**src/rtl/rv32i_pkg.sv**
```systemverilog
// Shared types and constants for the rv32i front-end blocks.
package rv32i_pkg;

    localparam int unsigned REG_IDX_W = 5;
    localparam logic [REG_IDX_W-1:0] X0 = '0;

    typedef enum logic [2:0] {
        StIdle,
        StRd1,
        StRd2,
        StDrain,
        StOut
    } opf_state_e;

endpackage

```
**src/rtl/rv32i_opnd_slot.sv**
```systemverilog
// One operand slot: holds a source value, captures the RAM return and
// forwards matching write-back data while the slot is live.
module rv32i_opnd_slot
    import rv32i_pkg::*;
(
    input  logic                 clock,
    input  logic                 reset,
    input  logic                 issue,
    input  logic                 ret,
    input  logic                 retire,
    input  logic [REG_IDX_W-1:0] idx,
    input  logic [31:0]          gpr_q,
    input  logic                 wb_valid,
    input  logic [REG_IDX_W-1:0] wb_rd,
    input  logic [31:0]          wb_data,
    output logic [31:0]          data,
    output logic                 pending
);

    logic [31:0] data_q, data_d;
    logic        pending_q, pending_d;
    logic        fwd_q, fwd_d;
    logic        live_q, live_d;
    logic        is_x0;
    logic        fwd_hit;

    assign is_x0   = (idx == X0);
    assign fwd_hit = (issue || live_q) && wb_valid && (wb_rd == idx) && !is_x0;

    always_comb begin
        data_d    = data_q;
        pending_d = pending_q;
        fwd_d     = fwd_q;
        live_d    = live_q;
        if (issue) begin
            pending_d = 1'b1;
            fwd_d     = 1'b0;
            live_d    = 1'b1;
        end
        if (ret) begin
            pending_d = 1'b0;
            // A forwarded value is newer than the RAM copy still in flight.
            if (!fwd_q) begin
                data_d = is_x0 ? 32'd0 : gpr_q;
            end
        end
        if (fwd_hit) begin
            data_d = wb_data;
            fwd_d  = 1'b1;
        end
        if (retire) begin
            live_d = 1'b0;
        end
    end

    always_ff @(posedge clock or posedge reset) begin
        if (reset) begin
            data_q    <= 32'd0;
            pending_q <= 1'b0;
            fwd_q     <= 1'b0;
            live_q    <= 1'b0;
        end else begin
            data_q    <= data_d;
            pending_q <= pending_d;
            fwd_q     <= fwd_d;
            live_q    <= live_d;
        end
    end

    assign data    = data_q;
    assign pending = pending_q;

endmodule

```
**src/rtl/rv32i_operand_fetch.sv**
```systemverilog
// Operand-fetch stage: reads rs1/rs2 through one block-RAM read port, owns the
// write-back port and forwards in-flight write-backs into pending operands.
module rv32i_operand_fetch
    import rv32i_pkg::*;
#(
    parameter int unsigned GPR_ADDR_WIDTH = 9,
    parameter int unsigned READ_LATENCY   = 1,
    parameter int unsigned TAG_WIDTH      = 8
) (
    input  logic                      clock,
    input  logic                      reset,
    input  logic                      in_valid,
    output logic                      in_ready,
    input  logic [REG_IDX_W-1:0]      in_rs1,
    input  logic [REG_IDX_W-1:0]      in_rs2,
    input  logic [TAG_WIDTH-1:0]      in_tag,
    input  logic                      wb_valid,
    input  logic [REG_IDX_W-1:0]      wb_rd,
    input  logic [31:0]               wb_data,
    output logic [GPR_ADDR_WIDTH-1:0] gpr_rdaddress,
    output logic                      gpr_rden,
    output logic [GPR_ADDR_WIDTH-1:0] gpr_wraddress,
    output logic                      gpr_wren,
    output logic [31:0]               gpr_data,
    input  logic [31:0]               gpr_q,
    output logic                      out_valid,
    input  logic                      out_ready,
    output logic [31:0]               out_rs1_data,
    output logic [31:0]               out_rs2_data,
    output logic [TAG_WIDTH-1:0]      out_tag
);

    opf_state_e             state_q, state_d;
    logic [REG_IDX_W-1:0]   rs1_q, rs2_q;
    logic [TAG_WIDTH-1:0]   tag_q;
    logic                   latch;
    logic                   issue1, issue2;
    logic                   rd_sel;
    logic                   retire;

    // Return pipe: vld marks a read in flight, sel says which slot it feeds.
    logic [READ_LATENCY-1:0] pipe_vld_q, pipe_vld_d;
    logic [READ_LATENCY-1:0] pipe_sel_q, pipe_sel_d;
    logic                    ret1, ret2;
    logic                    pend1, pend2;

    assign ret1   = pipe_vld_q[READ_LATENCY-1] && !pipe_sel_q[READ_LATENCY-1];
    assign ret2   = pipe_vld_q[READ_LATENCY-1] &&  pipe_sel_q[READ_LATENCY-1];
    assign retire = (state_q == StOut) && out_ready;

    always_comb begin
        state_d       = state_q;
        in_ready      = 1'b0;
        out_valid     = 1'b0;
        gpr_rden      = 1'b0;
        gpr_rdaddress = '0;
        rd_sel        = 1'b0;
        latch         = 1'b0;
        issue1        = 1'b0;
        issue2        = 1'b0;
        unique case (state_q)
            StIdle: begin
                in_ready = 1'b1;
                if (in_valid) begin
                    latch   = 1'b1;
                    state_d = StRd1;
                end
            end
            StRd1: begin
                gpr_rden      = 1'b1;
                gpr_rdaddress = GPR_ADDR_WIDTH'(rs1_q);
                issue1        = 1'b1;
                state_d       = StRd2;
            end
            StRd2: begin
                gpr_rden      = 1'b1;
                gpr_rdaddress = GPR_ADDR_WIDTH'(rs2_q);
                rd_sel        = 1'b1;
                issue2        = 1'b1;
                state_d       = StDrain;
            end
            StDrain: begin
                if ((!pend1 || ret1) && (!pend2 || ret2)) begin
                    state_d = StOut;
                end
            end
            StOut: begin
                out_valid = 1'b1;
                if (out_ready) begin
                    state_d = StIdle;
                end
            end
            default: state_d = StIdle;
        endcase
    end

    always_comb begin
        pipe_vld_d    = pipe_vld_q;
        pipe_sel_d    = pipe_sel_q;
        pipe_vld_d[0] = gpr_rden;
        pipe_sel_d[0] = rd_sel;
        for (int i = 1; i < int'(READ_LATENCY); i++) begin
            pipe_vld_d[i] = pipe_vld_q[i-1];
            pipe_sel_d[i] = pipe_sel_q[i-1];
        end
    end

    always_ff @(posedge clock or posedge reset) begin
        if (reset) begin
            state_q    <= StIdle;
            rs1_q      <= '0;
            rs2_q      <= '0;
            tag_q      <= '0;
            pipe_vld_q <= '0;
            pipe_sel_q <= '0;
        end else begin
            state_q    <= state_d;
            pipe_vld_q <= pipe_vld_d;
            pipe_sel_q <= pipe_sel_d;
            if (latch) begin
                rs1_q <= in_rs1;
                rs2_q <= in_rs2;
                tag_q <= in_tag;
            end
        end
    end

    // Write port: x0 is never written, and nothing is written while in reset.
    assign gpr_wren      = wb_valid && (wb_rd != X0) && !reset;
    assign gpr_wraddress = GPR_ADDR_WIDTH'(wb_rd);
    assign gpr_data      = wb_data;
    assign out_tag       = tag_q;

    rv32i_opnd_slot u_slot1 (
        .clock    (clock),
        .reset    (reset),
        .issue    (issue1),
        .ret      (ret1),
        .retire   (retire),
        .idx      (rs1_q),
        .gpr_q    (gpr_q),
        .wb_valid (wb_valid),
        .wb_rd    (wb_rd),
        .wb_data  (wb_data),
        .data     (out_rs1_data),
        .pending  (pend1)
    );

    rv32i_opnd_slot u_slot2 (
        .clock    (clock),
        .reset    (reset),
        .issue    (issue2),
        .ret      (ret2),
        .retire   (retire),
        .idx      (rs2_q),
        .gpr_q    (gpr_q),
        .wb_valid (wb_valid),
        .wb_rd    (wb_rd),
        .wb_data  (wb_data),
        .data     (out_rs2_data),
        .pending  (pend2)
    );

endmodule
```
**config.mk**
```make
export PLATFORM = sky130hd
export DESIGN_NAME = rv32i_operand_fetch
export DESIGN_NICKNAME = d
export VERILOG_FILES = /design/src/rtl/rv32i_pkg.sv /design/src/rtl/rv32i_opnd_slot.sv /design/src/rtl/rv32i_operand_fetch.sv
export SDC_FILE = /design/constraint.sdc
export NUM_CORES = 1
export LEC_CHECK = 0
export BUFFER_PORTS_ARGS = -buffer_cell sky130_fd_sc_hd__buf_2
export CAP_MARGIN = 20
export CELL_PAD_IN_SITES_DETAIL_PLACEMENT = 1
export CELL_PAD_IN_SITES_GLOBAL_PLACEMENT = 1
export CORE_ASPECT_RATIO = 0.5
export CORE_MARGIN = 5
export CORE_UTILIZATION = 40
export DETAILED_ROUTE_END_ITERATION = 10
export PLACE_DENSITY_LB_ADDON = 0.1
export RECOVER_POWER = 100
export SYNTH_ARGS = -nofsm -noshare
export SYNTH_HDL_FRONTEND = slang
export SYNTH_HIERARCHICAL = 1
export SYNTH_SLANG_ARGS = --single-unit
export TNS_END_PERCENT = 100
```
**constraint.sdc**
```tcl
create_clock -name clock -period 6.72 [get_ports clock]
set_input_delay 1.344 -clock clock [delete_from_list [all_inputs] [get_ports clock]]
set_output_delay 1.344 -clock clock [all_outputs]
set_load 0.05 [all_outputs]
```
# [Yosys cells after proc, flatten, opt, wreduce, memory -nomap -nowiden]
# Cells that the tools add are included.
[totals] latchBits=0 romBits=0 memories=0 register_bits=93 wordCells=93 mem_bits_rw=0
[classes] n_mul=0 shift=0 n_eq_ne=11 n_bitwise=0 n_lt_le_gt_ge=0 addsub=0 n_reduce_logical=38 n_div=0 n_mux=30
[ops] operator="32-bit two-way mux" n=8
[ops] operator="1-bit two-way mux" n=17
[ops] operator="2-bit nonzero test" n=8
[ops] operator="3-bit case mux with 5 select lines" n=1
[ops] operator="1-bit logical AND" n=12
[ops] operator="5-bit == test" n=2
[ops] operator="5-bit logical NOT" n=2
[ops] operator="2-bit != test, second input constant" n=5
[ops] operator="5-bit case mux with 2 select lines" n=1
[ops] operator="3-bit two-way mux" n=3
[ops] operator="3-bit by 2-bit == test with 1-bit output, second input constant" n=2
[ops] operator="1-bit logical NOT" n=6
[ops] operator="5-bit nonzero test" n=1
[ops] operator="1-bit logical OR" n=4
[ops] operator="2-bit AND reduction" n=2
[ops] operator="3-bit by 1-bit == test with 1-bit output, second input constant" n=1
[ops] operator="3-bit == test, second input constant" n=1
[ops] operator="3-bit logical NOT" n=1
[ops] operator="3-bit AND reduction" n=1
[ops] operator="2-bit OR reduction" n=1

# [Logic depth before layout (Yosys ltp)]
# Gate-level depths: netlist of the first run.
[logic_depth] ltp_word=8 mapped_depth=9 ltp_nobuf=6

# [By module]
# Netlist of the first run, hierarchy kept.
[by_module_without_submodules] mod="rv32i_opnd_slot" cells_per_inst=207 instances=2 seq_area_each_um2=875.8 area_per_inst_um2=2143.3
[by_module_without_submodules] mod="rv32i_operand_fetch" cells_per_inst=125 instances=1 seq_area_each_um2=575.6 area_per_inst_um2=1417.6

# [Worst setup path after synthesis of the first run]
# OpenSTA, ideal clock, no wires.
[synth_path] kind="input to output" from="input port reset" to="output port gpr_wren" stages=2 path_buffers=0 path_slack_ns=2.930 t_arrival_ns=2.446 path_cell_list="inv_1 o311a_1"
[synth_between] elab_chain_cells=2
[synth_lines] element="start: declaration" line_no="rv32i_operand_fetch.sv:11" source="input logic reset,"
[synth_lines] element="1-bit logical NOT (no source line)"
[synth_lines] element="1-bit logical AND" line_no="rv32i_operand_fetch.sv:129" source="assign gpr_wren = wb_valid && (wb_rd != X0) && !reset;"
[synth_lines] element="end: declaration" line_no="rv32i_operand_fetch.sv:23" source="output logic gpr_wren,"
# Every way passes these cells.

# [Worst setup path in the final report of the first run]
[layout_path] from="input port wb_rd[2]" to="register u_slot2.data_q[19] (netlist: u_slot2/data[19])"
[layout_between] elab_chain_cells=5
[layout_lines] element="start: declaration" line_no="rv32i_operand_fetch.sv:18" source="input logic [REG_IDX_W-1:0] wb_rd,"
[layout_lines] element="5-bit == test *" line_no="rv32i_opnd_slot.sv:28" source="assign fwd_hit = (issue || live_q) && wb_valid && (wb_rd == idx) && !is_x0;"
[layout_lines] element="1-bit logical AND * (2 in series)" line_no="rv32i_opnd_slot.sv:28"
[layout_lines] element="2-bit != test (no source line) / 2-bit nonzero test (equally long branches)"
[layout_lines] element="2-bit AND reduction (no source line)"
[layout_lines] element="end signal: assignment" line_no="rv32i_opnd_slot.sv:63" source="data_q <= data_d;"
[layout_lines] element="end: declaration" line_no="rv32i_opnd_slot.sv:20" source="logic [31:0] data_q, data_d;"
# Mark *: on every way between the ends. The rest lies on a longest branch, timed or not.
# A chain may end at the register's enable or synchronous reset.

==> results of run 1 <==
==> area by class of cell <==
class | instances | area [um^2] | share of cell area
multi-input cells | 283 | 2380 | 0.366
flip-flops and latches | 93 | 2330 | 0.359
repair buffers | 220 | 963 | 0.148
inverters | 76 | 285 | 0.0439
well taps | 192 | 240 | 0.0370
clock buffers | 9 | 225 | 0.0347
clock inverters | 7 | 73.8 | 0.0114
==> Yosys cell counts, drive strengths merged, types with 3 or more instances <==
cell type   n  area (um^2)
o221ai     64          936
nand2      66          248
nor2       11         41.3
inv        76          285
nor3        5         25.0
xnor2      10         87.6
buf        62          499
or2         3         18.8
nand2b      4         25.0
mux2       18          240
dfrtp      93         2330
nor4        5         31.3
o2111ai    64          561
clkbuf     32          120
a22o        5         43.8
==> power breakdown <==
part	switching [mW]	internal, mW	total, mW	leakage [nW]
Combinational	1.69	0.581	2.27	1.54
Sequential	0.202	0.834	1.04	1.14
Clock	0.234	0.291	0.525	0.146
Total	2.12	1.71	3.83	2.83
==> sequential cells by signal, indices dropped and copies added (netlist names) <==
register         flops
u_slot1/data        32
u_slot2/data        32
out_tag              8
rs1_q                5
rs2_q                5
state_q              3
pipe_sel_q           1
pipe_vld_q           1
u_slot1/fwd_q        1
u_slot1/live_q       1
u_slot1/pending      1
u_slot2/fwd_q        1
u_slot2/live_q       1
u_slot2/pending      1
==> kinds of logic after synthesis <==
| group | count (synthesis) | synth area share |
|---|---|---|
| flip-flops | 93 | 0.408 |
| XOR/XNOR | 10 | 0.0154 |
| buffers and inverters | 170 | 0.159 |
| multiplexers | 18 | 0.0421 |
| AO/OA/AOI/OAI | 143 | 0.290 |
| other | 1 | 0.000657 |
| AND/OR/NAND/NOR | 104 | 0.0853 |
==> layer usage <==
layer / wire [um] / share of wire / vias up / GRT usage
li1: - / - / 2219 / -
met3: 1310 / 0.071 / 15 / 0.0568
met4: 154 / 0.0083 / 0 / 0.0415
met5: 0 / 0 / - / 0
met2: 8260 / 0.45 / 174 / 0.343
met1: 8740 / 0.47 / 2392 / 0.314
==> path summary, 6_finish.rpt <==
| kind | startpoint | endpoint | slack [ps] |
|---|---|---|---|
| min reg2reg | u_slot1/live_q | u_slot1/live_q | 490 |
| max | wb_rd[2] | u_slot2/data[19] | 1760 |
| max in group asynchronous | reset | u_slot2/data[11] | 4260 |
| min in group asynchronous | reset | rs2_q[4] | 1200 |
| max reg2reg | state_q[0] | u_slot1/data[19] | 2130 |
| min | u_slot1/live_q | u_slot1/live_q | 490 |
==> worst max-delay path, cell delays in order <==
cell and delay (ps):
sky130_fd_sc_hd__clkbuf_1 200, sky130_fd_sc_hd__xnor2_1 120, sky130_fd_sc_hd__nand4_2 420, sky130_fd_sc_hd__buf_4 370
sky130_fd_sc_hd__or2_0 2200, sky130_fd_sc_hd__o221ai_1 350
==> metrics by stage <==
step | util | hold WS [ps]
2_1_floorplan | - | 448
3_3_place_gp | 0.472 | 461
3_5_place_dp | 0.472 | 470
4_1_cts | 0.494 | 490
5_1_grt | 0.471 | 517
6_report | 0.471 | 489
==> impl_table.tex, run 1 <==
\begin{tabular}{lr}
\hline
Metric & Value \\
\hline
\multicolumn{2}{l}{\textbf{Die}} \\
\quad Y dimension of the die & 94.4 um \\
\quad Top Ports & 218 \\
\quad X dimension of the die & 179 um \\
\quad Area inside the core boundary & 13800 um\^{}2 \\
\quad Die outline area & 16900 um\^{}2 \\
\quad Rows & 30 \\
\quad Effective utilization at floorplan & 0.414 \\
\multicolumn{2}{l}{\textbf{Synth}} \\
\quad Number of enable flip-flop cells after synthesis & 0 \\
\quad FFs w/ async S/R, synth & 1.00 \\
\quad Post-synthesis cell count & 539 \\
\quad Leading register cell type out of synthesis & sky130\_fd\_sc\_hd\_\_dfrtp\_1 \\
\quad Cell Area, Synth & 5700 um\^{}2 \\
\quad Count of different cell masters after synthesis & 37 \\
\quad Mapped Avg Cell Area & 10.6 um\^{}2 \\
\quad Warnings, synthesis & 6 \\
\quad Flops \& latches, synth & 93 \\
\quad Proportion of synthesized chip area in sequential cells & 0.408 \\
\multicolumn{2}{l}{\textbf{Cells and area}} \\
\quad Post-Layout Inst Area & 6490 um\^{}2 \\
\quad Share of final-layout standard cells stronger than drive strength 1 & 0.254 \\
\quad Commonest non-fill, non-tap cell in the layout & sky130\_fd\_sc\_hd\_\_clkbuf\_1 \\
\quad Most frequent cells in the layout & 126 x sky130\_fd\_sc\_hd\_\_clkbuf\_1, 93 x sky130\_fd\_sc\_hd\_\_dfrtp\_1, 86 x sky130\_fd\_sc\_hd\_\_buf\_2, 74 x sky130\_fd\_sc\_hd\_\_inv\_1, 66 x sky130\_fd\_sc\_hd\_\_nand2\_1 \\
\quad Number of fillers in the final layout & 1659 \\
\quad Number of nets in the finished design & 775 \\
\quad Number of inserted diodes & 0 \\
\quad Area growth syn-to-layout & 13.8\% \\
\quad Post-route insts no fill & 880 \\
\multicolumn{2}{l}{\textbf{Place}} \\
\quad HPWL Detailed & 12700 um \\
\quad Final GP Congestion & 0.815 \\
\quad Total instance count after detailed placement & 864 \\
\quad Standard cell area after detailed placement & 6500 um\^{}2 \\
\quad Buffers on Ports & 209 \\
\quad Worst slack, placed & 2640 ps \\
\multicolumn{2}{l}{\textbf{Outcome}} \\
\quad Violated checks & max-capacitance violations, max-slew violations \\
\quad Outcome & complete, but fails checks \\
\multicolumn{2}{l}{\textbf{Global routing}} \\
\quad Overall track demand over capacity in global routing & 0.221 \\
\quad Global-route wire length before repair & 29200 um \\
\quad Largest net degree at the start of global routing & 65 \\
\quad Vias in the first global route & 5170 \\
\quad Antenna violations before repair & 0 \\
\quad Global route overflow & 0 \\
\multicolumn{2}{l}{\textbf{Power and ir drop}} \\
\quad Maximum VDD drop & 0.279 mV \\
\quad Leakage & 2.83 nW \\
\quad Power per unit of standard cell area & 590 nW/um\^{}2 \\
\quad Overall power & 3.83 mW \\
\multicolumn{2}{l}{\textbf{Clocking}} \\
\quad Total clock buffers created by CTS & 9 \\
\quad H-tree depth & 3 \\
\quad Count of clock tree sinks & 93 \\
\quad CTS Root Cell & sky130\_fd\_sc\_hd\_\_clkbuf\_16 \\
\quad CTS tree & yes \\
\quad Maximum number of buffers from clock root to sink & 2 \\
\quad Hold-fix buffers at CTS & 0 \\
\quad Post CTS Setup Buffer Count & 0 \\
\quad CTS clk-pin slew, worst paths & 70 ps \\
\quad Clock insertion delay at the later pin of the skew report & 350 ps \\
\quad Cells resized by post-CTS repair & 0 \\
\multicolumn{2}{l}{\textbf{STA}} \\
\quad Worst relative slew slack & -1.01 \\
\quad Final critical-path share of the clock period & 0.738 \\
\quad Final setup violating endpoints & 0 \\
\quad Max-slew violations & 140 \\
\quad Tightest Pin Transition & 3010 ps \\
\quad RSZ-0062 raised after global routing & no \\
\quad Final critical path time including I/O delays and setup & 4960 ps \\
\quad Hold violation count in the final report & 0 \\
\quad Worst path setup slack after routing & 1760 ps \\
\quad Setup TNS Final & 0 ps \\
\quad F\_max & 202 MHz \\
\quad Clock Skews & 8.46 ps \\
\multicolumn{2}{l}{\textbf{Drt}} \\
\quad Final WL & 18500 um \\
\quad DRC marker count from the first detailed-route iteration & 260 \\
\quad Initial DRT Pass Iterations & 4 \\
\quad Remaining number of nets flagged by the antenna check after routing & 0 \\
\quad Vias per inst & 5.45 \\
\quad DRC violation count after routing & 0 \\
\quad Routed wirelength normalized by instance count & 21.0 um \\
\quad Via count & 4800 \\
\multicolumn{2}{l}{\textbf{Worst setup path}} \\
\quad Category of the worst setup path launch point & input pin \\
\quad Critical Path RT & 6790 ps \\
\quad Data arrival, critical path & 5030 ps \\
\quad Worst Path Max Fanout & 33 \\
\quad Endpoint kind of the worst setup timing path & register \\
\quad CP Class & in2reg \\
\quad Cells on worst reg2reg path & 8 \\
\multicolumn{2}{l}{\textbf{Flow run}} \\
\quad Number of max-cap violations & 4 \\
\multicolumn{2}{l}{\textbf{Min path}} \\
\quad Path category of the worst min-delay check & reg2reg \\
\quad Hold Path Stages & 2 \\
\hline
\end{tabular}
No activity file was read; power rests on OpenSTA's default activity.
==> inputs of run 2 (changes only) <==
--- a/config.mk
+++ b/config.mk
@@ -5,13 +5,14 @@
 export SDC_FILE = /design/constraint.sdc
 export NUM_CORES = 1
 export LEC_CHECK = 0
+export ABC_AREA = 1
 export BUFFER_PORTS_ARGS = -buffer_cell sky130_fd_sc_hd__buf_2
 export CAP_MARGIN = 20
 export CELL_PAD_IN_SITES_DETAIL_PLACEMENT = 1
 export CELL_PAD_IN_SITES_GLOBAL_PLACEMENT = 1
 export CORE_ASPECT_RATIO = 0.5
 export CORE_MARGIN = 5
-export CORE_UTILIZATION = 40
+export CORE_UTILIZATION = 31
 export DETAILED_ROUTE_END_ITERATION = 10
 export PLACE_DENSITY_LB_ADDON = 0.1
 export RECOVER_POWER = 100
==> constraint.sdc (replaced) <==
create_clock -name clock -period 4.05 [get_ports clock]
set_input_delay 0.81 -clock clock [delete_from_list [all_inputs] [get_ports clock]]
set_output_delay 0.81 -clock clock [all_outputs]
set_load 0.05 [all_outputs]
==> run 2 against run 1 <==
Against the previous run: the run still ends with max-capacitance violations, max-slew violations left; critical path depth increased by 6; synthesized cell count is 51% higher; design area up 4.4%; via count up 16%; synthesized area up 0.35%; hold slack got worse by 15 ps; routed wire length is 10% higher; cell count is 37% higher; sequential power is 59% higher; combinational power is 56% higher; largest cell class unchanged.
==> impl_table.tex, run 2 <==
\begin{tabular}{lr}
\hline
Metric & Value \\
\hline
\multicolumn{2}{l}{\textbf{STA}} \\
\quad Final critical-path share of the clock period & 0.803 \\
\quad Tightest Pin Transition & 1540 ps (was 3010 ps) \\
\quad Clock Skews & 12.5 ps (was 8.46 ps) \\
\quad Hold violation count in the final report & 0 (unchanged) \\
\quad Final setup violating endpoints & 0 (unchanged) \\
\quad Final critical path time including I/O delays and setup & 3250 ps \\
\quad Max-slew violations & 36 (was 140) \\
\quad RSZ-0062 raised after global routing & no (unchanged) \\
\quad Setup TNS Final & 0 ps (unchanged) \\
\quad Worst relative slew slack & -0.0297 (was -1.01) \\
\quad F\_max & 307 MHz \\
\multicolumn{2}{l}{\textbf{Global routing}} \\
\quad Vias in the first global route & 5782 (was 5170) \\
\quad Global route overflow & 0 (unchanged) \\
\quad Antenna violations before repair & 0 (unchanged) \\
\quad Largest net degree at the start of global routing & 39 (was 65) \\
\quad Global-route wire length before repair & 31700 um (was 29200 um) \\
\quad Overall track demand over capacity in global routing & 0.185 (was 0.221) \\
\multicolumn{2}{l}{\textbf{Cells and area}} \\
\quad Area growth syn-to-layout & 18.4\% (was 13.8\%) \\
\quad Number of inserted diodes & 0 (unchanged) \\
\quad Post-route insts no fill & 1206 (was 880) \\
\quad Multi-input logic area & 2390 um\^{}2 (was 2380 um\^{}2) \\
\quad Commonest non-fill, non-tap cell in the layout & sky130\_fd\_sc\_hd\_\_nand2\_1 (was sky130\_fd\_sc\_hd\_\_clkbuf\_1) \\
\quad Area used by sequential logic in the layout & 2330 um\^{}2 (unchanged) \\
\quad Number of fillers in the final layout & 2452 (was 1659) \\
\quad Post-Layout Inst Area & 6780 um\^{}2 (was 6490 um\^{}2) \\
\quad Final Util & 0.371 (was 0.471) \\
\quad Number of nets in the finished design & 1055 (was 775) \\
\quad Most frequent cells in the layout & 280 x sky130\_fd\_sc\_hd\_\_nand2\_1, 216 x sky130\_fd\_sc\_hd\_\_nand3\_1, 120 x sky130\_fd\_sc\_hd\_\_clkbuf\_1, 93 x sky130\_fd\_sc\_hd\_\_dfrtp\_1, 92 x sky130\_fd\_sc\_hd\_\_inv\_1 (was 126 x sky130\_fd\_sc\_hd\_\_clkbuf\_1, 93 x sky130\_fd\_sc\_hd\_\_dfrtp\_1, 86 x sky130\_fd\_sc\_hd\_\_buf\_2, 74 x sky130\_fd\_sc\_hd\_\_inv\_1, 66 x sky130\_fd\_sc\_hd\_\_nand2\_1) \\
\quad Share of final-layout standard cells stronger than drive strength 1 & 0.130 (was 0.254) \\
\multicolumn{2}{l}{\textbf{Drt}} \\
\quad DRC marker count from the first detailed-route iteration & 304 (was 260) \\
\quad Remaining number of nets flagged by the antenna check after routing & 0 (unchanged) \\
\quad DRC violation count after routing & 0 (unchanged) \\
\quad Initial DRT Pass Iterations & 5 (was 4) \\
\quad Final WL & 20300 um (was 18500 um) \\
\quad Via count & 5556 (was 4800) \\
\quad Routed wirelength normalized by instance count & 16.9 um (was 21.0 um) \\
\quad Vias per inst & 4.61 (was 5.45) \\
\multicolumn{2}{l}{\textbf{Place}} \\
\quad Total instance count after detailed placement & 1190 (was 864) \\
\quad Standard cell area after detailed placement & 6570 um\^{}2 (was 6500 um\^{}2) \\
\quad Final GP Congestion & 0.763 (was 0.815) \\
\quad HPWL Detailed & 14600 um (was 12700 um) \\
\quad Buffers on Ports & 209 (unchanged) \\
\multicolumn{2}{l}{\textbf{Clocking}} \\
\quad CTS clk-pin slew, worst paths & 70 ps (about the same) \\
\quad Count of clock tree sinks & 93 (unchanged) \\
\quad CTS tree & yes (unchanged) \\
\quad Post CTS Setup Buffer Count & 0 (unchanged) \\
\quad CTS Root Cell & sky130\_fd\_sc\_hd\_\_clkbuf\_16 (unchanged) \\
\quad Clock insertion delay at the later pin of the skew report & 350 ps (about the same) \\
\quad Cells resized by post-CTS repair & 0 (unchanged) \\
\quad Maximum number of buffers from clock root to sink & 2 (unchanged) \\
\quad Total clock buffers created by CTS & 9 (unchanged) \\
\quad Hold-fix buffers at CTS & 0 (unchanged) \\
\quad H-tree depth & 3 (unchanged) \\
\multicolumn{2}{l}{\textbf{Worst setup path}} \\
\quad Worst Path Max Fanout & 38 (was 33) \\
\quad Endpoint kind of the worst setup timing path & register (unchanged) \\
\quad Category of the worst setup path launch point & register (was input pin) \\
\quad Data arrival, critical path & 3500 ps (was 5030 ps) \\
\quad CP Class & reg2reg (was in2reg) \\
\quad Critical Path RT & 4290 ps (was 6790 ps) \\
\multicolumn{2}{l}{\textbf{Power and ir drop}} \\
\quad Power per unit of standard cell area & 910 nW/um\^{}2 (was 590 nW/um\^{}2) \\
\quad Leakage & 3.84 nW (was 2.83 nW) \\
\quad Maximum VDD drop & 0.383 mV (was 0.279 mV) \\
\multicolumn{2}{l}{\textbf{Synth}} \\
\quad Flops \& latches, synth & 93 (unchanged) \\
\quad Area share of the largest cell type after synthesis & 0.407 (was 0.408) \\
\quad Count leader, synth & sky130\_fd\_sc\_hd\_\_nand2\_1 (was sky130\_fd\_sc\_hd\_\_dfrtp\_1) \\
\quad Proportion of synthesized chip area in sequential cells & 0.407 (was 0.408) \\
\quad Ranking of synthesized cells by area & sky130\_fd\_sc\_hd\_\_dfrtp\_1 41\%, sky130\_fd\_sc\_hd\_\_nand3\_1 19\%, sky130\_fd\_sc\_hd\_\_nand2\_1 18\% (was sky130\_fd\_sc\_hd\_\_dfrtp\_1 41\%, sky130\_fd\_sc\_hd\_\_o221ai\_2 16\%, sky130\_fd\_sc\_hd\_\_o2111ai\_1 9.8\%) \\
\quad FFs w/ async S/R, synth & 1.00 (unchanged) \\
\quad Count of different cell masters after synthesis & 20 (was 37) \\
\quad Warnings, synthesis & 6 (unchanged) \\
\quad Post-synthesis cell count & 816 (was 539) \\
\quad Leading register cell type out of synthesis & sky130\_fd\_sc\_hd\_\_dfrtp\_1 (unchanged) \\
\quad Number of enable flip-flop cells after synthesis & 0 (unchanged) \\
\quad Dominant cell type by area after synthesis & sky130\_fd\_sc\_hd\_\_dfrtp\_1 (unchanged) \\
\quad Cell Area, Synth & 5720 um\^{}2 (was 5700 um\^{}2) \\
\quad Mapped Avg Cell Area & 7.02 um\^{}2 (was 10.6 um\^{}2) \\
\quad Synth cell count leaders & 277 x sky130\_fd\_sc\_hd\_\_nand2\_1, 216 x sky130\_fd\_sc\_hd\_\_nand3\_1, 93 x sky130\_fd\_sc\_hd\_\_dfrtp\_1 (was 93 x sky130\_fd\_sc\_hd\_\_dfrtp\_1, 74 x sky130\_fd\_sc\_hd\_\_inv\_1, 66 x sky130\_fd\_sc\_hd\_\_nand2\_1) \\
\multicolumn{2}{l}{\textbf{Outcome}} \\
\quad Outcome & complete, but fails checks (unchanged) \\
\quad Violated checks & max-capacitance violations, max-slew violations (unchanged) \\
\multicolumn{2}{l}{\textbf{Die}} \\
\quad Area inside the core boundary & 18300 um\^{}2 (was 13800 um\^{}2) \\
\quad Y dimension of the die & 106 um (was 94.4 um) \\
\quad X dimension of the die & 202 um (was 179 um) \\
\quad Effective utilization at floorplan & 0.313 (was 0.414) \\
\quad Top Ports & 218 (unchanged) \\
\quad Die outline area & 21400 um\^{}2 (was 16900 um\^{}2) \\
\quad Rows & 35 (was 30) \\
\multicolumn{2}{l}{\textbf{Min path}} \\
\quad Path category of the worst min-delay check & reg2reg (unchanged) \\
\multicolumn{2}{l}{\textbf{Flow run}} \\
\quad Number of max-cap violations & 2 (was 4) \\
\hline
\end{tabular}
## run 2: changes by cell type after synthesis, moves of 6 or more
cell,previous run,this run
sky130_fd_sc_hd__nand3_1,0,216
sky130_fd_sc_hd__nand2_1,66,277
sky130_fd_sc_hd__o2111ai_1,64,0
sky130_fd_sc_hd__o221ai_2,60,0
sky130_fd_sc_hd__clkbuf_1,32,12
sky130_fd_sc_hd__inv_1,74,92
sky130_fd_sc_hd__buf_2,3,20
sky130_fd_sc_hd__mux2_4,10,0
sky130_fd_sc_hd__mux2_2,8,0
sky130_fd_sc_hd__nor2_4,0,7
sky130_fd_sc_hd__buf_6,9,15
## run 2: cells by family after synthesis
| logic type | count (synthesis) | synth area share |
|---|---|---|
| and+or+nand+nor | 524 | 0.403 |
| buffers and inverters | 189 | 0.177 |
| DFF | 93 | 0.407 |
| xor gates and xnor gates | 6 | 0.00918 |
| AOI/OAI and AO/OA | 3 | 0.00262 |
| other | 1 | 0.000655 |
## run 2: layout make-up
| type | instances | share of cell area |
|---|---|---|
| tap | 240 | 0.0443 |
| clock buffer | 10 | 0.0353 |
| multi-input combinational | 541 | 0.353 |
| timing repair buffer | 223 | 0.157 |
| sequential | 93 | 0.343 |
| inverter | 95 | 0.0526 |
| clock inverter | 4 | 0.0144 |
## run 2: power breakdown
group	internal, mW	switching, mW	leakage [nW]
clock network	0.614	0.369	0.161
logic	0.762	2.77	2.53
registers	1.36	0.291	1.16
total	2.74	3.43	3.84
## run 2: worst paths after layout
path	slack, ps	cells after the start	startpoint	to
max	800	12	state_q[0]	u_slot2/data[8]
min	470	2	out_tag[1]	out_tag[1]
min in group asynchronous	510	3	reset	pipe_vld_q
min reg2reg	470	2	out_tag[1]	out_tag[1]
max in group asynchronous	2210	2	reset	u_slot2/data[7]
max reg2reg	800	12	state_q[0]	u_slot2/data[8]
## run 2: worst max-delay path, stage by stage, from the launching register on
cell and delay (ps):
sky130_fd_sc_hd__dfrtp_1 430, sky130_fd_sc_hd__nor2_1 210, sky130_fd_sc_hd__nand2_1 120, sky130_fd_sc_hd__inv_1 240
sky130_fd_sc_hd__nor2_1 100, sky130_fd_sc_hd__nor2_1 100, sky130_fd_sc_hd__nand2_1 90, sky130_fd_sc_hd__nor2_4 100
sky130_fd_sc_hd__buf_4 360, sky130_fd_sc_hd__nand2_1 660, sky130_fd_sc_hd__buf_4 520, sky130_fd_sc_hd__nand3_1 130
sky130_fd_sc_hd__nand2_1 60
## run 2: metal layers
metal	routed length, um	track usage	part of all wire
met1	10000	0.254	0.49
met2	9080	0.296	0.45
met3	1130	0.0518	0.056
met4	123	0.0310	0.0060
met5	0	0	0
## run 2: through the flow
stage               hold slack [ps]  power (mW)  setup slack, ps
global route                    491        6.58              508
global placement                453        5.19             1260
detailed placement              457        5.32             1130
CTS                             475        6.33             1130
finish                          473        6.17              797
floorplan                       452        4.35             1450
==> inputs of run 3 (changes only) <==
--- a/config.mk
+++ b/config.mk
@@ -12,7 +12,7 @@
 export CELL_PAD_IN_SITES_GLOBAL_PLACEMENT = 1
 export CORE_ASPECT_RATIO = 0.5
 export CORE_MARGIN = 5
-export CORE_UTILIZATION = 31
+export CORE_UTILIZATION = 34
 export DETAILED_ROUTE_END_ITERATION = 10
 export PLACE_DENSITY_LB_ADDON = 0.1
 export RECOVER_POWER = 100
==> constraint.sdc (replaced) <==
create_clock -name clock -period 3.3 [get_ports clock]
set_input_delay 0.66 -clock clock [delete_from_list [all_inputs] [get_ports clock]]
set_output_delay 0.66 -clock clock [all_outputs]
set_load 0.05 [all_outputs]
==> run 3 against run 2 <==
Against the previous run: combinational power rose by 21%; design area fell by 0.18%; non-clock buffer count fell by 1; the flow still finishes with violations (max-capacitance violations, max-slew violations).
==> impl_table.tex, run 3 (synthesis gave the netlist of run 2 again) <==
\begin{tabular}{lr}
\hline
Metric & Value \\
\hline
\multicolumn{2}{l}{\textbf{Outcome}} \\
\quad Outcome & complete, but fails checks (unchanged) \\
\quad Violated checks & max-capacitance violations, max-slew violations (unchanged) \\
\multicolumn{2}{l}{\textbf{Clocking}} \\
\quad CTS Root Cell & sky130\_fd\_sc\_hd\_\_clkbuf\_16 (unchanged) \\
\quad H-tree depth & 3 (unchanged) \\
\quad Cells resized by post-CTS repair & 0 (unchanged) \\
\quad Post CTS Setup Buffer Count & 0 (unchanged) \\
\quad CTS clk-pin slew, worst paths & 60 ps (was 70 ps) \\
\quad CTS tree & yes (unchanged) \\
\quad Clock insertion delay at the later pin of the skew report & 350 ps (about the same) \\
\quad Hold-fix buffers at CTS & 0 (unchanged) \\
\quad Count of clock tree sinks & 93 (unchanged) \\
\quad Maximum number of buffers from clock root to sink & 2 (unchanged) \\
\quad Total clock buffers created by CTS & 9 (unchanged) \\
\multicolumn{2}{l}{\textbf{Die}} \\
\quad Effective utilization at floorplan & 0.348 (was 0.313) \\
\quad X dimension of the die & 194 um (was 202 um) \\
\quad Area inside the core boundary & 16400 um\^{}2 (was 18300 um\^{}2) \\
\quad Y dimension of the die & 102 um (was 106 um) \\
\quad Top Ports & 218 (unchanged) \\
\quad Die outline area & 19700 um\^{}2 (was 21400 um\^{}2) \\
\quad Rows & 33 (was 35) \\
\multicolumn{2}{l}{\textbf{Global routing}} \\
\quad Overall track demand over capacity in global routing & 0.205 (was 0.185) \\
\quad Vias in the first global route & 5880 (was 5782) \\
\quad Global-route wire length before repair & 32500 um (was 31700 um) \\
\quad Largest net degree at the start of global routing & 65 (was 39) \\
\quad Antenna violations before repair & 0 (unchanged) \\
\quad Global route overflow & 0 (unchanged) \\
\multicolumn{2}{l}{\textbf{STA}} \\
\quad Setup TNS Final & 0 ps (unchanged) \\
\quad F\_max & 368 MHz \\
\quad Max-slew violations & 36 (unchanged) \\
\quad Final critical path time including I/O delays and setup & 2710 ps \\
\quad Final critical-path share of the clock period & 0.822 \\
\quad Worst relative slew slack & -0.00289 (was -0.0297) \\
\quad Hold violation count in the final report & 0 (unchanged) \\
\quad Worst path setup slack after routing & 586 ps (was 797 ps) \\
\quad Final setup violating endpoints & 0 (unchanged) \\
\quad Clock Skews & 7.71 ps (was 12.5 ps) \\
\quad Hold slack & 475 ps (was 473 ps) \\
\quad RSZ-0062 raised after global routing & no (unchanged) \\
\quad Tightest Pin Transition & 1500 ps (was 1540 ps) \\
\multicolumn{2}{l}{\textbf{Cells and area}} \\
\quad Number of fillers in the final layout & 2208 (was 2452) \\
\quad Area growth syn-to-layout & 18.2\% (was 18.4\%) \\
\quad Number of nets in the finished design & 1054 (was 1055) \\
\quad Share of final-layout standard cells stronger than drive strength 1 & 0.132 (was 0.130) \\
\quad Number of inserted diodes & 0 (unchanged) \\
\quad Most frequent cells in the layout & 278 x sky130\_fd\_sc\_hd\_\_nand2\_1, 216 x sky130\_fd\_sc\_hd\_\_nand3\_1, 121 x sky130\_fd\_sc\_hd\_\_clkbuf\_1, 93 x sky130\_fd\_sc\_hd\_\_dfrtp\_1, 92 x sky130\_fd\_sc\_hd\_\_inv\_1 (was 280 x sky130\_fd\_sc\_hd\_\_nand2\_1, 216 x sky130\_fd\_sc\_hd\_\_nand3\_1, 120 x sky130\_fd\_sc\_hd\_\_clkbuf\_1, 93 x sky130\_fd\_sc\_hd\_\_dfrtp\_1, 92 x sky130\_fd\_sc\_hd\_\_inv\_1) \\
\quad Post-route insts no fill & 1194 (was 1206) \\
\quad Commonest non-fill, non-tap cell in the layout & sky130\_fd\_sc\_hd\_\_nand2\_1 (unchanged) \\
\quad Final Util & 0.412 (was 0.371) \\
\multicolumn{2}{l}{\textbf{Power and ir drop}} \\
\quad Maximum VDD drop & 0.397 mV (was 0.383 mV) \\
\quad Internal power & 3.33 mW (was 2.74 mW) \\
\quad Switching part of the total power & 0.558 (was 0.556) \\
\quad Power per unit of standard cell area & 1120 nW/um\^{}2 (was 910 nW/um\^{}2) \\
\quad Share of total power in sequential cells & 0.271 (was 0.268) \\
\quad Net load switching power & 4.21 mW (was 3.43 mW) \\
\quad Relative contribution of combinational cells to total power & 0.567 (was 0.573) \\
\quad Leakage & 3.84 nW (about the same) \\
\quad Clock power share & 0.162 (was 0.159) \\
\multicolumn{2}{l}{\textbf{Min path}} \\
\quad Path category of the worst min-delay check & reg2reg (unchanged) \\
\multicolumn{2}{l}{\textbf{Worst setup path}} \\
\quad Worst Path Max Fanout & 9 (was 38) \\
\quad Endpoint kind of the worst setup timing path & output pin (was register) \\
\quad CP Class & reg2out (was reg2reg) \\
\quad Critical Path RT & 2640 ps (was 4290 ps) \\
\quad Data arrival, critical path & 2050 ps (was 3500 ps) \\
\quad Category of the worst setup path launch point & register (unchanged) \\
\multicolumn{2}{l}{\textbf{Place}} \\
\quad Final GP Congestion & 0.790 (was 0.763) \\
\quad Total instance count after detailed placement & 1176 (was 1190) \\
\quad Worst slack, placed & 899 ps (was 1130 ps) \\
\quad Buffers on Ports & 209 (unchanged) \\
\quad HPWL Detailed & 14700 um (was 14600 um) \\
\multicolumn{2}{l}{\textbf{Drt}} \\
\quad Final WL & 20200 um (was 20300 um) \\
\quad Via count & 5679 (was 5556) \\
\quad Initial DRT Pass Iterations & 4 (was 5) \\
\quad Vias per inst & 4.76 (was 4.61) \\
\quad Remaining number of nets flagged by the antenna check after routing & 0 (unchanged) \\
\quad DRC violation count after routing & 0 (unchanged) \\
\quad Routed wirelength normalized by instance count & 16.9 um (about the same) \\
\quad DRC marker count from the first detailed-route iteration & 191 (was 304) \\
\multicolumn{2}{l}{\textbf{Flow run}} \\
\quad Number of max-cap violations & 1 (was 2) \\
\hline
\end{tabular}
run 3: changes by cell type in the layout (fill, tap and decap cells not counted), sizes merged:
cell      change
clkinv        +1
clkbuf        +2
buf           -3
clkinvlp      +1
run 3: layout make-up:
| type | count | area (um^2) | area share |
|---|---|---|---|
| multi-input cells | 541 | 2390 | 0.354 |
| flip-flops and latches | 93 | 2330 | 0.344 |
| clock inverters | 6 | 110 | 0.0163 |
| well taps | 227 | 284 | 0.0420 |
| clock buffers | 10 | 239 | 0.0353 |
| inverters | 95 | 357 | 0.0527 |
| repair buffers | 222 | 1050 | 0.156 |
run 3: power by group through the flow:
| stage | clock network, mW | registers (mW) | logic (mW) |
|---|---|---|---|
| detailed placement | 0 | 2.06 | 4.40 |
| floorplan | 0 | 3.39 | 1.95 |
| finish | 1.22 | 2.04 | 4.28 |
| CTS | 1.26 | 2.05 | 4.42 |
| global placement | 0 | 2.05 | 4.31 |
| global route | 1.30 | 2.12 | 4.66 |
run 3: final timing paths:
| kind | start | endpoint | slack [ps] | cells past startpoint |
|---|---|---|---|---|
| worst max-delay path | state_q[0] | gpr_rdaddress[4] | 590 | 6 |
| worst min-delay path | out_tag[2] | out_tag[2] | 480 | 2 |
| worst max register to register | state_q[1] | u_slot1/data[27] | 640 | 13 |
| worst min register to register | out_tag[2] | out_tag[2] | 480 | 2 |
| max in group asynchronous | reset | u_slot2/data[3] | 1650 | 2 |
| min in group asynchronous | reset | u_slot1/pending | 740 | 2 |
run 3: metrics by stage:
step / cell area [um^2] / power [mW]
6_report: 6760 / 7.55
5_1_grt: 6760 / 8.08
4_1_cts: 6880 / 7.73
3_5_place_dp: 6530 / 6.46
3_3_place_gp: 6530 / 6.37
2_1_floorplan: 5750 / 5.34
run 3: critical path, cell delays in order, from the launching register on:
cell and delay, ps:
sky130_fd_sc_hd__dfrtp_1 440, sky130_fd_sc_hd__nor2_1 230, sky130_fd_sc_hd__nand2_1 120, sky130_fd_sc_hd__inv_1 250, sky130_fd_sc_hd__nand2_1 80, sky130_fd_sc_hd__nand2_1 100, sky130_fd_sc_hd__clkbuf_1 490
run 3: per-layer routing:
metal	share of wire	track usage	up-vias
met2	0.44	0.322	152
met1	0.50	0.291	2737
met4	0.0034	0.0288	0
met3	0.058	0.0592	8
met5	0	0	-
li1	-	-	2782
